[config.mk]
export PLATFORM = sky130hd
export DESIGN_NAME = mem_bus_arbiter
export DESIGN_NICKNAME = d
export VERILOG_FILES = /design/src/rtl/mem_arb_pkg.sv /design/src/rtl/mem_arb_pick.sv /design/src/rtl/mem_bus_arbiter.sv
export SDC_FILE = /design/constraint.sdc
export NUM_CORES = 1
export LEC_CHECK = 0
export ABC_CLOCK_PERIOD_IN_PS = 4700
export BUFFER_PORTS_ARGS = -buffer_cell sky130_fd_sc_hd__buf_2
export CAP_MARGIN = 0
export CORE_MARGIN = 2
export CORE_UTILIZATION = 35
export DETAILED_ROUTE_END_ITERATION = 10
export PLACE_DENSITY_LB_ADDON = 0.08
export SLEW_MARGIN = 5
export SYNTH_ARGS = -nofsm -noshare
export SYNTH_HDL_FRONTEND = slang
export SYNTH_SLANG_ARGS = --single-unit
[constraint.sdc]
create_clock -name clk -period 4.7 [get_ports clk]
set_clock_uncertainty 0.2 [all_clocks]
set_input_delay 0.47 -clock clk [delete_from_list [all_inputs] [get_ports clk]]
set_output_delay 0.47 -clock clk [all_outputs]
set_load 0.02 [all_outputs]
[src/rtl/mem_arb_pkg.sv]
// Shared types and default widths for the memory bus arbiter.
// Also used by the CPU top level for its memory pointer/data widths.
package mem_arb_pkg;

   localparam int unsigned ARB_ADDR_W = 16;
   localparam int unsigned ARB_DATA_W = 8;

   typedef enum logic [1:0] {
      IDLE = 2'd0,
      ADDR = 2'd1,
      DATA = 2'd2,
      RESP = 2'd3
   } arb_state_t;

   typedef enum logic {
      OWNER_CPU = 1'b0,
      OWNER_DBG = 1'b1
   } arb_owner_t;

   // Width of a down-counter that must hold n-1; never narrower than one bit.
   function automatic int unsigned cnt_width(input int unsigned n);
      return (n > 1) ? $clog2(n) : 1;
   endfunction

endpackage

[src/rtl/mem_arb_pick.sv]
// Combinational winner select between the CPU and debug requesters.
// MEM_BUS_ARBITER_RR_EN selects round-robin on ties; otherwise the CPU wins ties.
module mem_arb_pick
   import mem_arb_pkg::*;
(
   input  logic       cpu_req,
   input  logic       dbg_req,
   input  arb_owner_t last_owner,
   output logic       grant_valid_c,
   output arb_owner_t grant_owner_c
);

   assign grant_valid_c = cpu_req | dbg_req;

`ifdef MEM_BUS_ARBITER_RR_EN
   // On a tie the requester that did not own the previous grant wins.
   always_comb begin
      grant_owner_c = OWNER_CPU;
      if (cpu_req && dbg_req) begin
         grant_owner_c = (last_owner == OWNER_CPU) ? OWNER_DBG : OWNER_CPU;
      end else if (dbg_req) begin
         grant_owner_c = OWNER_DBG;
      end
   end
`else
   logic unused_last_owner;
   assign unused_last_owner = ^last_owner;

   always_comb begin
      grant_owner_c = OWNER_CPU;
      if (!cpu_req && dbg_req) begin
         grant_owner_c = OWNER_DBG;
      end
   end
`endif

endmodule

[src/rtl/mem_bus_arbiter.sv]
// Shares one memory port between the CPU FSM and the debug/loader port.
// Optional round-robin arbitration via MEM_BUS_ARBITER_RR_EN.
module mem_bus_arbiter
   import mem_arb_pkg::*;
#(
   parameter int unsigned ADDR_W      = ARB_ADDR_W,
   parameter int unsigned DATA_W      = ARB_DATA_W,
   parameter int unsigned WAIT_CYCLES = 1
)(
   input  logic              clk,
   input  logic              rst_n,
   input  logic              cpu_req,
   input  logic              cpu_we,
   input  logic [ADDR_W-1:0] cpu_addr,
   input  logic [DATA_W-1:0] cpu_wdata,
   output logic              cpu_ack,
   output logic [DATA_W-1:0] cpu_rdata,
   input  logic              dbg_req,
   input  logic              dbg_we,
   input  logic [ADDR_W-1:0] dbg_addr,
   input  logic [DATA_W-1:0] dbg_wdata,
   output logic              dbg_ack,
   output logic [DATA_W-1:0] dbg_rdata,
   output logic [ADDR_W-1:0] mem_addr,
   output logic              mem_addr_valid,
   output logic              mem_en,
   output logic              mem_we,
   output logic [DATA_W-1:0] mem_wdata,
   input  logic [DATA_W-1:0] mem_rdata,
   output logic              busy
);

   localparam int unsigned CNT_W = cnt_width(WAIT_CYCLES);

   arb_state_t       state;
   arb_owner_t       owner;
   arb_owner_t       last_owner;
   logic             lat_we;
   logic [CNT_W-1:0] wait_cnt;
   logic             grant_valid_c;
   arb_owner_t       grant_owner_c;

   mem_arb_pick u_pick (
      .cpu_req       (cpu_req),
      .dbg_req       (dbg_req),
      .last_owner    (last_owner),
      .grant_valid_c (grant_valid_c),
      .grant_owner_c (grant_owner_c)
   );

`ifdef MEM_BUS_ARBITER_RR_EN
   // Resets to DBG so the CPU wins the first tie.
   always_ff @(posedge clk or negedge rst_n) begin
      if (!rst_n) begin
         last_owner <= OWNER_DBG;
      end else if (state == IDLE && grant_valid_c) begin
         last_owner <= grant_owner_c;
      end
   end
`else
   assign last_owner = OWNER_DBG;
`endif

   // Transaction sequencer: address phase, data phase(s), response.
   always_ff @(posedge clk or negedge rst_n) begin
      if (!rst_n) begin
         state          <= IDLE;
         owner          <= OWNER_CPU;
         lat_we         <= 1'b0;
         wait_cnt       <= '0;
         cpu_ack        <= 1'b0;
         dbg_ack        <= 1'b0;
         cpu_rdata      <= '0;
         dbg_rdata      <= '0;
         mem_addr       <= '0;
         mem_addr_valid <= 1'b0;
         mem_en         <= 1'b0;
         mem_we         <= 1'b0;
         mem_wdata      <= '0;
         busy           <= 1'b0;
      end else begin
         cpu_ack        <= 1'b0;
         dbg_ack        <= 1'b0;
         mem_addr_valid <= 1'b0;
         mem_en         <= 1'b0;
         mem_we         <= 1'b0;

         case (state)
            IDLE: begin
               if (grant_valid_c) begin
                  owner <= grant_owner_c;
                  if (grant_owner_c == OWNER_CPU) begin
                     lat_we    <= cpu_we;
                     mem_addr  <= cpu_addr;
                     mem_wdata <= cpu_wdata;
                  end else begin
                     lat_we    <= dbg_we;
                     mem_addr  <= dbg_addr;
                     mem_wdata <= dbg_wdata;
                  end
                  mem_addr_valid <= 1'b1;
                  busy           <= 1'b1;
                  state          <= ADDR;
               end
            end

            ADDR: begin
               wait_cnt <= CNT_W'(WAIT_CYCLES - 1);
               mem_en   <= 1'b1;
               mem_we   <= lat_we;
               state    <= DATA;
            end

            DATA: begin
               if (wait_cnt != '0) begin
                  wait_cnt <= wait_cnt - CNT_W'(1);
                  mem_en   <= 1'b1;
                  mem_we   <= lat_we;
               end else begin
                  // Read data is valid on the last data-phase cycle.
                  if (owner == OWNER_CPU) begin
                     cpu_ack <= 1'b1;
                     if (!lat_we) cpu_rdata <= mem_rdata;
                  end else begin
                     dbg_ack <= 1'b1;
                     if (!lat_we) dbg_rdata <= mem_rdata;
                  end
                  state <= RESP;
               end
            end

            RESP: begin
               busy  <= 1'b0;
               state <= IDLE;
            end

            default: begin
               busy  <= 1'b0;
               state <= IDLE;
            end
         endcase
      end
   end

endmodule

==> results.py <==
metrics = {
    "run_status": {
        "status": "finished clean",
    },
    "route": {
        "drt_wl_total_mm": 5.542,
        "route.detailed.drc": 0,
        "drt_iter0_markers": 150,
        "dr.pass1.iters": 5,
        "routedWlPerCell_microns": 14.36,
        "drtAntennaViolNets": 0,
        "viasPerCell": 4.699,
        "num_vias": 1814,
    },
    "placement": {
        "port_buffers": 107,
        "hpwl_mm": 3.906,
        "routabilityCongestion": 0.7049,
        "placed_area_sq_um": 2883,
        "post-place-ws_ns": 2.315,
    },
    "critical_path": {
        "worstSetupPathType": "reg -> reg",
        "cp-end-kind": "flip-flop",
        "path_cells": "inv_1 -> ha_1 -> nor2b_2 -> a222oi_1",
        "path_delay_family": "simple AND/OR/NAND/NOR gates",
        "crit_path_top_delay_cell": "nor2b_2",
        "cpPeakStageDelay_ns": 0.90,
        "worst-path-buf-inv": 1,
        "worstPathArrival_ns": 2.29,
        "cp_max_fo": 25,
        "critPathRequiredTime_ns": 4.62,
        "cp-start-kind": "flip-flop",
    },
    "synth": {
        "synth_nets": 272,
        "synth_cell_types": 21,
        "synthFlopType": "dfrtp_1",
        "synthTopCellsByArea": "dfrtp_1 (54%), a222oi_1 (11%), inv_1 (8.7%)",
        "yosysMostFrequentCell": "inv_1",
        "syn_inst": 205,
        "ys_ff_latch": 50,
        "avgSynthCellArea_sq_um": 11.33,
        "yosys_warnings": 0,
        "synth_seq_area_share_pct": 53.85,
        "synth_edf_count": 0,
        "yosys.area.top_type_share_pct": 53.85,
        "syn_area_sq_um": 2323,
        "async_flop_share_pct": 100.0,
        "synthTopCellsByCount": "inv_1 (54), dfrtp_1 (50), nor2b_1 (27)",
        "synth_top_area_cell": "dfrtp_1",
    },
    "timing": {
        "finalCriticalPeriod_ns": 2.372,
        "finalSetupTns_ns": 0,
        "hold_violations": 0,
        "maxSlewViolCount": 0,
        "fin_ws_ns": 2.328,
        "max-slew-margin-rel_pct": 27.77,
        "clock.fmax_mhz": 421.7,
        "rsz0062_at_grt": "false",
        "setup_viol_count_final": 0,
        "fin_crit_sh_pct": 50.46,
        "tightestPinTransition_ns": 1.083,
    },
    "clocking": {
        "cts_tree": "built",
        "cts_sinks": 50,
        "clockRootBuffer": "clkbuf_8",
        "clock_latency_ns": 0.30,
        "clk_pin_slew_ns": 0.09,
        "postCtsSetupRepairBufs": 0,
        "htree_num_levels": 2,
        "cts_resized": 0,
        "holdBufCountCts": 0,
        "cts_made_buffers": 5,
        "cts_buffer_depth": 2,
    },
    "layout": {
        "finalNetCount": 375,
        "drive_above_1_share_pct": 44.34,
        "synthToLayoutAreaGrowth_pct": 29.99,
        "multi_input_area_sq_um": 789.5,
        "regArea_sq_um": 1251,
        "num-fill-cells": 624,
        "fin_util_pct": 47.30,
        "final_area_sq_um": 3020,
        "n_antenna_cell": 0,
    },
    "run": {
        "cap_violations": 0,
    },
    "global_routing": {
        "grt_pass1_wl_mm": 8.894,
        "overflow": 0,
        "grt_pass1_vias": 1808,
        "track_usage_pct": 15.66,
        "grt_max_degree": 51,
        "antenna_found_initial": 0,
    },
    "worst_hold_path": {
        "hold_class": "in -> async",
    },
    "pwr": {
        "power_density_nw_per_um2": 674.1,
        "ir_drop_mv": 0.2700,
        "cellLeakagePower_nw": 1.649,
        "power_w": 0.002036,
    },
    "floorplan": {
        "die_area_sq_um": 7306,
        "num_rows": 29,
        "die_w_microns": 85.48,
        "start_util_pct": 36.38,
        "die_y_microns": 85.48,
        "coreArea_sq_um": 6386,
        "io_pins": 108,
    },
}
registers in the layout (all words and copies together) (netlist names):
signal,flops
cpu_rdata,8
mem_addr_valid,1
cpu_ack,1
dbg_rdata,8
dbg_ack,1
mem_we,1
mem_en,1
state,2
mem_wdata,8
lat_we,1
busy,1
owner,1
mem_addr,16
cells in the final DEF (no fill, tap or decap), drive strengths merged, types with 2 or more instances in the layout:
master | Yosys | routed
buf | 10 | 108
inv | 54 | 54
dfrtp | 50 | 50
nor2b | 27 | 27
a222oi | 25 | 25
mux2 | 17 | 17
ha | 5 | 5
clkbuf | 2 | 5
nor2 | 3 | 3
and2 | 2 | 2
bufinv | 0 | 2
nor3b | 2 | 2
layer usage:
metal  up-vias  share of wire, %  GRT usage [%]
li1        892                 -              -
met4         0               1.4          5.195
met3         6               9.3          4.377
met5         -                 0              0
met1       833                48          21.91
met2        83                41          23.44
power breakdown:
| group | leakage (nW) | internal [W] | switching, W |
|---|---|---|---|
| combinational | 1.01 | 0.000379 | 0.000541 |
| sequential | 0.574 | 0.000641 | 0.000115 |
| clock | 0.0683 | 0.000213 | 0.000148 |
| total | 1.65 | 0.00123 | 0.000803 |
area by class of cell:
| cell class | instances | share of cell area, % |
|---|---|---|
| multi-input cells | 89 | 26.14 |
| inverters | 54 | 6.711 |
| flip-flops and latches | 50 | 41.42 |
| repair buffers | 108 | 17.98 |
| clock buffers | 5 | 2.278 |
| well taps | 77 | 3.190 |
| clock inverters | 3 | 2.278 |
per-stage QoR:
| stage | hold WS (ns) | instances |
|---|---|---|
| after detailed placement | 0.2888 | 378 |
| after global routing | 0.1350 | 386 |
| final | 0.07391 | 386 |
| after CTS | 0.08893 | 386 |
| after floorplan | -0.02559 | 205 |
| after global placement | 0.2809 | 378 |
path summary, 6_finish.rpt:
| path | slack [ns] | from | endpoint | cells past startpoint |
|---|---|---|---|---|
| min in group clk | 0.19 | cpu_addr[3] | mem_addr[3] | 3 |
| worst max register to register | 2.33 | state[1] | mem_wdata[2] | 4 |
| worst min-delay path | 0.07 | rst_n | dbg_rdata[7] | 2 |
| worst min register to register | 0.31 | dbg_rdata[7] | dbg_rdata[7] | 1 |
| worst max-delay path | 2.33 | state[1] | mem_wdata[2] | 4 |
| max in group asynchronous | 3.80 | rst_n | mem_we | 2 |
kinds of logic (layout without fill, tap and decap cells):
group,count (synthesis),count (layout),share of synthesized area (%)
AO/OA/AOI/OAI,29,29,12.01
adder cells (fa/ha/maj),5,5,2.693
buffers and inverters,66,170,12.28
flip-flops,50,50,53.85
multiplexers,17,17,8.239
AND/OR/NAND/NOR,38,38,10.93
worst reg2reg max path, stage by stage (launching register included):
cell and delay, ns:
dfrtp_1 0.42, inv_1 0.11, ha_1 0.33, nor2b_2 0.90, a222oi_1 0.23
Note: power is estimated with default switching activity, not from simulation.
